`src/rtl/insn_encoder_loader.sv`:
```
// Packs decoded operations into 32-bit CPU instruction words and writes them to
// consecutive instruction-memory addresses. Optional macro: ENCODER_IMM_CHECK_EN.
module insn_encoder_loader #(
  parameter int DEPTH = 4096,
  parameter int AW    = 12
) (
  input  logic          i_clock,
  input  logic          i_reset,
  input  logic          i_start,
  input  logic          i_in_valid,
  output logic          o_in_ready,
  input  logic [1:0]    i_op_kind,
  input  logic [4:0]    i_rd,
  input  logic [4:0]    i_rs,
  input  logic [4:0]    i_rt,
  input  logic [4:0]    i_shamt,
  input  logic [4:0]    i_alu_op,
  input  logic [31:0]   i_imm,
  output logic          o_imem_we,
  output logic [AW-1:0] o_imem_addr,
  output logic [31:0]   o_imem_data,
  output logic [AW:0]   o_count,
  output logic          o_done,
  output logic          o_err
);

  localparam logic [1:0] IDLE = 2'd0;
  localparam logic [1:0] LOAD = 2'd1;
  localparam logic [1:0] FULL = 2'd2;

  localparam logic [1:0] KIND_R    = 2'd0;
  localparam logic [1:0] KIND_ADDI = 2'd1;
  localparam logic [1:0] KIND_LW   = 2'd2;
  localparam logic [1:0] KIND_SW   = 2'd3;

  localparam logic [AW:0] COUNT_FULL = (AW + 1)'(DEPTH);

  logic [1:0]    r_state;
  logic [AW-1:0] r_wptr;
  logic [AW:0]   r_count;
  logic          r_we;
  logic [AW-1:0] r_addr;
  logic [31:0]   r_data;

  logic          w_in_ready;
  logic          w_xfer;
  logic          w_reject;
  logic          w_write;
  logic [31:0]   w_word;
  logic [AW:0]   w_count_next;

  function automatic logic [31:0] encode(
    input logic [1:0]  kind,
    input logic [4:0]  rd,
    input logic [4:0]  rs,
    input logic [4:0]  rt,
    input logic [4:0]  shamt,
    input logic [4:0]  alu_op,
    input logic [16:0] imm
  );
    logic [31:0] word;
    word = 32'd0;
    case (kind)
      KIND_R:    word = {5'b00000, rd, rs, rt, shamt, alu_op, 2'b00};
      KIND_ADDI: word = {5'b00101, rd, rs, imm};
      KIND_LW:   word = {5'b01000, rd, rs, imm};
      KIND_SW:   word = {5'b00111, rd, rs, imm};
      default:   word = 32'd0;
    endcase
    return word;
  endfunction

  // An immediate fits when bits [31:16] are all copies of bit 16.
  function automatic logic imm_fits(input logic [31:0] imm);
    return (&imm[31:16]) | ~(|imm[31:16]);
  endfunction

  assign w_in_ready   = (r_state == LOAD) & ~i_start;
  assign w_xfer       = i_in_valid & w_in_ready;
  assign w_word       = encode(i_op_kind, i_rd, i_rs, i_rt, i_shamt, i_alu_op, i_imm[16:0]);
  assign w_count_next = r_count + (AW + 1)'(1);
  assign w_write      = w_xfer & ~w_reject;

`ifdef ENCODER_IMM_CHECK_EN
  logic r_err;

  assign w_reject = (i_op_kind != KIND_R) & ~imm_fits(i_imm);

  // Sticky out-of-range flag, cleared only by start or reset.
  always_ff @(posedge i_clock or posedge i_reset) begin
    if (i_reset) begin
      r_err <= 1'b0;
    end else if (i_start) begin
      r_err <= 1'b0;
    end else if (w_xfer & w_reject) begin
      r_err <= 1'b1;
    end else begin
      r_err <= r_err;
    end
  end

  assign o_err = r_err;
`else
  logic w_unused_imm;

  assign w_reject     = 1'b0;
  assign w_unused_imm = ^{i_imm[31:17], imm_fits(i_imm)};
  assign o_err        = 1'b0;
`endif

  // Load sequencing, write pointer and registered memory-write port.
  always_ff @(posedge i_clock or posedge i_reset) begin
    if (i_reset) begin
      r_state <= IDLE;
      r_wptr  <= '0;
      r_count <= '0;
      r_we    <= 1'b0;
      r_addr  <= '0;
      r_data  <= 32'd0;
    end else begin
      r_we <= 1'b0;
      if (i_start) begin
        r_state <= LOAD;
        r_wptr  <= '0;
        r_count <= '0;
        r_addr  <= '0;
      end else if (w_xfer) begin
        r_count <= w_count_next;
        if (w_count_next == COUNT_FULL) begin
          r_state <= FULL;
        end else begin
          r_state <= r_state;
        end
        if (w_write) begin
          r_we   <= 1'b1;
          r_addr <= r_wptr;
          r_data <= w_word;
          r_wptr <= r_wptr + AW'(1);
        end else begin
          r_wptr <= r_wptr;
        end
      end else begin
        r_state <= r_state;
      end
    end
  end

  assign o_in_ready  = w_in_ready;
  assign o_imem_we   = r_we;
  assign o_imem_addr = r_addr;
  assign o_imem_data = r_data;
  assign o_count     = r_count;
  assign o_done      = (r_state == FULL);

endmodule

```
`config.mk`:
```
export PLATFORM = sky130hd
export DESIGN_NAME = insn_encoder_loader
export DESIGN_NICKNAME = d
export VERILOG_FILES = /design/src/rtl/insn_encoder_loader.sv
export SDC_FILE = /design/constraint.sdc
export NUM_CORES = 1
export LEC_CHECK = 0
export BUFFER_PORTS_ARGS = -buffer_cell sky130_fd_sc_hd__clkbuf_2
export CORE_MARGIN = 1.5
export CORE_UTILIZATION = 49
export DETAILED_ROUTE_END_ITERATION = 7
export HOLD_SLACK_MARGIN = 0.08
export PLACE_DENSITY = 0.76
export SYNTH_ARGS = -nofsm -noshare
export SYNTH_HDL_FRONTEND = slang
export SYNTH_SLANG_ARGS = --single-unit
```
`constraint.sdc`:
```
create_clock -name i_clock -period 2.4 [get_ports i_clock]
set_input_delay 0.48 -clock i_clock [delete_from_list [all_inputs] [get_ports i_clock]]
set_output_delay 0.48 -clock i_clock [all_outputs]
set_load 0.05 [all_outputs]
```
==> out/results.ini, run 1 <==
[floorplan]
fp.dieH_um = 84.9
num_rows = 29
initial_core_util_pct = 51.2
core_sq_mm = 0.00642
die-area_sq_mm = 0.00721
die_w_um = 84.9
ioPinCount = 124

[critical_path]
reg2reg_depth = 6
r2r_start = o_count[0]
crit_type = reg -> reg
cp-start-kind = flop
r2r_end = r_state[0]
slowest_stage = dfrtp_1
r2r_setup_slack_ns = 0.38
required_ns = 2.62
cp_max_fo = 5
cpPeakStageDelay_ns = 0.44
crit_path_end_kind = flop
arrival_ns = 2.23
crit_path_start = o_count[0]
path_cells = ha_1 > nand4_2 > nor3_4 > or3_2 > and3_4 > o41a_1

[sta]
relSlewSlack_pct = 62.4
setup-tns-final_ns = 0
fin_crit_sh_pct = 84.1
max_freq_mhz = 496
finalHoldViolations = 0
rsz0062_at_grt = no
final.min_clock_period_ns = 2.02
worst_pin_slew_ns = 0.560
worst_slack_ns = 0.382
drv_slew = 0
skew_ns = 0.00618
setup_viol = 0

[route]
totalWireLength_um = 7120
wl_per_cell_um = 13.3
ant_nets = 0
dr_total_vias = 2777
routed_via_density = 5.19
firstDrtPassIters = 6
drc_errors = 11
drtIter0Drc = 104

[power]
peakVddDrop_v = 0.000324
p_total_mw = 2.98
p_leak_nw = 2.05
power_density_mw_per_mm2 = 720

[yosys]
synth_area_leaders = dfrtp_1, nand2_1, nor2_1
synth_edf_count = 0
syn_avg_cell_area_sq_um = 9.53
ys_seq_elements = 70
synth_ff_type = dfrtp_1
ys_async_sr_fraction_pct = 100
synth_cell_types = 44
seq_area_frac_synth_pct = 53.3
yosysTopAreaCellShare_pct = 53.3
synth_top_area_cell = dfrtp_1
synth_cells = 345
synth_area_sq_mm = 0.00329
yosys_warnings = 0

[finish]
fin_nets = 519
fin_util_pct = 64.5
seqCellArea_sq_mm = 0.00175
multi_input_area_sq_mm = 0.00142
area_growth_pct = 26.0
drive_gt1_share_pct = 31.0
antenna_cells = 0
nFillCells = 537

[global_route]
grt_use_total_pct = 20.3
antenna_found_initial = 0
overflow = 0
grt_max_degree = 71
grt_pass1_vias = 2543
grt_pass1_wl_um = 11600

[clock_tree]
cts-root-buf = clkbuf_8
holdBufCountCts = 0
clk_latency_ns = 0.33
cts_max_level = 3
cts_tree = done
cts.path.max_buffers = 2
clkTransAtPathRegs_ns = 0.07
postCtsSetupRepairBufs = 0
post_cts_resized = 0
cts_made_buffers = 9
clock-sinks = 70

[placement]
io_buffer_count = 106
hpwlAfterDp_um = 5150
dpl_worst_slack_ns = 0.388
finalWeightedCongestion = 0.854

[run_status]
outcome = complete, but fails checks
violations = design-rule violations

[job]
drv_cap = 0

[worst_hold_path]
worstHoldPathType = in -> async

## final cells by class
class / count / share of cell area [%]
multi-input combinational: 252 / 34.3
clock buffer: 11 / 3.65
sequential: 70 / 42.3
clock inverter: 5 / 1.96
inverter: 5 / 0.453
timing repair buffer: 115 / 15.0
tap: 77 / 2.33
## registers in the layout, summed over array words and instances (netlist names)
signal	cells
o_count	13
r_wptr	12
o_imem_addr	12
r_state	2
o_imem_data	30
o_imem_we	1
## critical path: cells and delay by family (launching register included)
family          cells  cell delay (ns)
compound gates      1             0.39
fa+ha+maj           1             0.29
simple gates        4             0.78
flops               1             0.44
## cell usage in the layout, fill, tap and decap left out, types with 2 or more instances in the layout
cell type / count
nor4_1: 3
inv_1: 3
and4_1: 2
clkbuf_2: 106
dfrtp_1: 70
nor3_1: 3
xnor2_1: 8
a21oi_1: 31
xor2_1: 17
nor2_1: 43
ha_1: 3
nand3b_1: 2
clkbuf_8: 11
conb_1: 2
nand2_1: 80
o21ai_0: 6
buf_4: 7
nand4_1: 7
nand3_1: 8
mux2i_1: 16
bufinv_16: 2
buf_12: 2
## cells by family after synthesis
logic type | after synthesis | synth area share, %
AND/OR/NAND/NOR | 163 | 23.0
buffers and inverters | 24 | 3.62
flip-flops | 70 | 53.3
XOR/XNOR | 25 | 6.66
AO/OA/AOI/OAI | 42 | 6.97
adder cells (fa/ha/maj) | 3 | 1.14
other | 1 | 0.114
multiplexers | 17 | 5.21
## worst max path at each step
stage / end / cells past startpoint / slack (ns)
final: r_state[0] / 6 / 0.38
after global routing: r_state[0] / 6 / 0.32
after CTS: r_state[0] / 6 / 0.37
after detailed placement: r_state[0] / 6 / 0.39
after global placement: r_state[0] / 6 / 0.42
after floorplan: r_state[0] / 5 / 0.10
## layer usage
metal	up-vias	routed length, um	GRT usage [%]
li1	1363	-	-
met1	1322	3110	26.3
met2	84	3600	34.0
met3	8	330	4.18
met4	0	79	7.60
met5	-	0	0
## power breakdown
| group | leakage [nW] | total (mW) | switching [mW] | internal (mW) |
|---|---|---|---|---|
| clock network | 0.116 | 1.07 | 0.433 | 0.642 |
| logic | 1.03 | 0.601 | 0.453 | 0.147 |
| registers | 0.904 | 1.31 | 0.0489 | 1.26 |
## synthesized netlist by cell type, drive strengths merged (2+ instances only)
library cell   n
a21oi         31
and3           3
and4           2
buf           10
clkbuf         9
dfrtp         70
ha             3
inv            4
mux2i         16
nand2         80
nand3         10
nand3b         2
nand4          8
nor2          43
nor3           4
nor4           3
o21ai          6
or3            2
xnor2          8
xor2          17
## per-stage QoR
| step | cell area, sq um | cells | hold slack [ns] |
|---|---|---|---|
| 6_report | 4140 | 535 | 0.189 |
| 3_5_place_dp | 3910 | 519 | 0.463 |
| 5_1_grt | 4140 | 535 | 0.219 |
| 3_3_place_gp | 3910 | 519 | 0.451 |
| 2_1_floorplan | 3290 | 346 | 0.504 |
| 4_1_cts | 4140 | 535 | 0.206 |
(Power assumes the default switching activity.)
==> run 2, diff against run 1 <==
Settings changed: CORE_UTILIZATION 49 to 44, PLACE_DENSITY 0.76 to 0.72.
Clock period 2.4 ns to 1.76 ns, I/O delays scaled along.
==> run 2 against run 1 <==
  * The flow finishes with violations (negative setup slack)
  * Clock skew up 0.0051 ns
  * Cell count grew 6.9%
  * Count of clock-buffer cells in the layout is 2 lower
  * Utilization decreased by 4.6 points
  * Global-route usage is 1.6 points lower
  * Hold slack better by 0.0043 ns
  * First-iteration DRC count up 1.9%
  * Combinational power increased by 40%
  * Die area up 11%
  * Non-clock buffer count is 16 higher
  * Worst setup slack worse by 0.40 ns
  * Largest cell class unchanged
==> out/results.ini, run 2 (synthesis results as in run 1) <==
[run_status]
outcome = complete, but fails checks  ; unchanged
violations = negative setup slack  ; was design-rule violations

[clock_tree]
postCtsSetupRepairBufs = 0  ; unchanged
cts-root-buf = clkbuf_8  ; unchanged
clkTransAtPathRegs_ns = 0.08  ; was 0.07 ns
clk_latency_ns = 0.34  ; was 0.33 ns
cts_made_buffers = 9  ; unchanged
cts_max_level = 3  ; unchanged
clock-sinks = 70  ; unchanged
cts.path.max_buffers = 2  ; unchanged
cts_tree = done  ; unchanged

[finish]
nFillCells = 654  ; was 537
multi_input_area_sq_mm = 0.00147  ; was 0.00142 sq mm
layout_common_cells = clkbuf_2, nand2_1, dfrtp_1, nor2_1, a21oi_1  ; unchanged
final_cells = 572  ; was 535
drive_gt1_share_pct = 35.9  ; was 31.0%
fin_util_pct = 59.9  ; was 64.5%
antenna_cells = 0  ; unchanged
seqCellArea_sq_mm = 0.00176  ; was 0.00175 sq mm
final_common_cell = clkbuf_2  ; unchanged
area_growth_pct = 32.2  ; was 26.0%
fin_nets = 535  ; was 519
largest_reg_flops = 30  ; unchanged

[placement]
io_buffer_count = 106  ; unchanged
dp_cells = 556  ; was 519
finalWeightedCongestion = 0.851  ; was 0.854
dpl_worst_slack_ns = -0.0420  ; was 0.388 ns
hpwlAfterDp_um = 5300  ; was 5150 um

[floorplan]
die_w_um = 89.4  ; was 84.9 um
initial_core_util_pct = 45.3  ; was 51.2%
die-area_sq_mm = 0.00800  ; was 0.00721 sq mm
num_rows = 31  ; was 29
fp.dieH_um = 89.4  ; was 84.9 um
ioPinCount = 124  ; unchanged
core_sq_mm = 0.00725  ; was 0.00642 sq mm

[route]
totalWireLength_um = 7360  ; was 7120 um
ant_nets = 0  ; unchanged
drtIter0Drc = 106  ; was 104
dr_total_vias = 2802  ; was 2,777
drc_errors = 0  ; was 11
firstDrtPassIters = 4  ; was 6
wl_per_cell_um = 12.9  ; was 13.3 um
routed_via_density = 4.90  ; was 5.19

[worst_hold_path]
worstHoldPathType = in -> reg  ; was in -> async

[global_route]
antenna_found_initial = 0  ; unchanged
grt_pass1_wl_um = 11400  ; was 11,600 um
grt_max_degree = 45  ; was 71
grt_use_total_pct = 18.7  ; was 20.3%
overflow = 0  ; unchanged
grt_pass1_vias = 2500  ; was 2,543

[sta]
final.min_clock_period_ns = 1.78  ; was 2.02 ns
finalHoldViolations = 0  ; unchanged
rsz0062_at_grt = yes  ; was no
fin_crit_sh_pct = 101  ; was 84.1%
worst_slack_ns = -0.0156  ; was 0.382 ns
skew_ns = 0.0113  ; was 0.00618 ns
drv_slew = 0  ; unchanged
max_freq_mhz = 563  ; was 496 MHz
setup_viol = 1  ; was 0
setup-tns-final_ns = -0.0156  ; was 0 ns

[critical_path]
required_ns = 1.98  ; was 2.62 ns
crit_type = reg -> reg  ; unchanged
arrival_ns = 2.00  ; was 2.23 ns
crit_path_end_kind = flop  ; unchanged
cp_max_fo = 4  ; was 5
cp-start-kind = flop  ; unchanged

[power]
p_leak_nw = 2.12  ; was 2.05 nW
power_density_mw_per_mm2 = 926  ; was 720 mW/mm^2
peakVddDrop_v = 0.000438  ; was 0.000324 V

[job]
drv_cap = 0  ; unchanged

[run 2: path summary, 6_finish.rpt]
kind	startpoint	endpoint	slack, ns	cells past startpoint
worst max-delay path	o_count[1]	r_state[0]	-0.02	7
worst min-delay path	i_rs[0]	o_imem_data[17]	0.19	3
worst max register to register	o_count[1]	r_state[0]	-0.02	7
worst min register to register	o_imem_data[28]	o_imem_data[28]	0.47	2
max in group asynchronous	i_reset	o_count[0]	0.60	4
min in group asynchronous	i_reset	o_imem_data[15]	0.47	3
[run 2: routing by layer]
metal / wire [um] / track usage (%)
met1: 3420 / 24.4
met2: 3510 / 30.7
met3: 347 / 3.60
met4: 79 / 7.97
met5: 0 / 0
[run 2: final cells by class]
type,instances,area share (%)
clock inverter,6,2.02
sequential,70,40.5
multi-input combinational,252,33.9
tap,99,2.85
inverter,5,0.518
timing repair buffer,131,17.3
clock buffer,9,2.85
[run 2: per-stage QoR]
stage | area [sq um] | power (mW) | hold slack (ns)
2_1_floorplan | 3340 | 2.41 | 0.457
3_3_place_gp | 4100 | 2.64 | 0.263
3_5_place_dp | 4100 | 2.66 | 0.268
4_1_cts | 4330 | 4.06 | 0.182
5_1_grt | 4350 | 4.19 | 0.195
6_report | 4350 | 4.03 | 0.193
[run 2: critical path: stages, from the launching register on]
cell,delay (ns)
dfrtp_2,0.43
ha_4,0.18
buf_6,0.12
a311oi_2,0.19
a41oi_1,0.06
nor3_1,0.19
nand4_1,0.15
o41a_1,0.33
[run 2: repair_timing]
action	4_1_cts	5_1_grt
hold buffers	1	0
pin swaps	0	0
endpoints found under the setup margin	1	3
resized for setup	3	3
endpoints found under the hold margin	6	0
[run 2: power by group]
part | internal (mW) | switching (mW) | leakage [nW]
clock | 0.790 | 0.616 | 0.109
sequential | 1.72 | 0.0599 | 0.891
combinational | 0.215 | 0.630 | 1.12
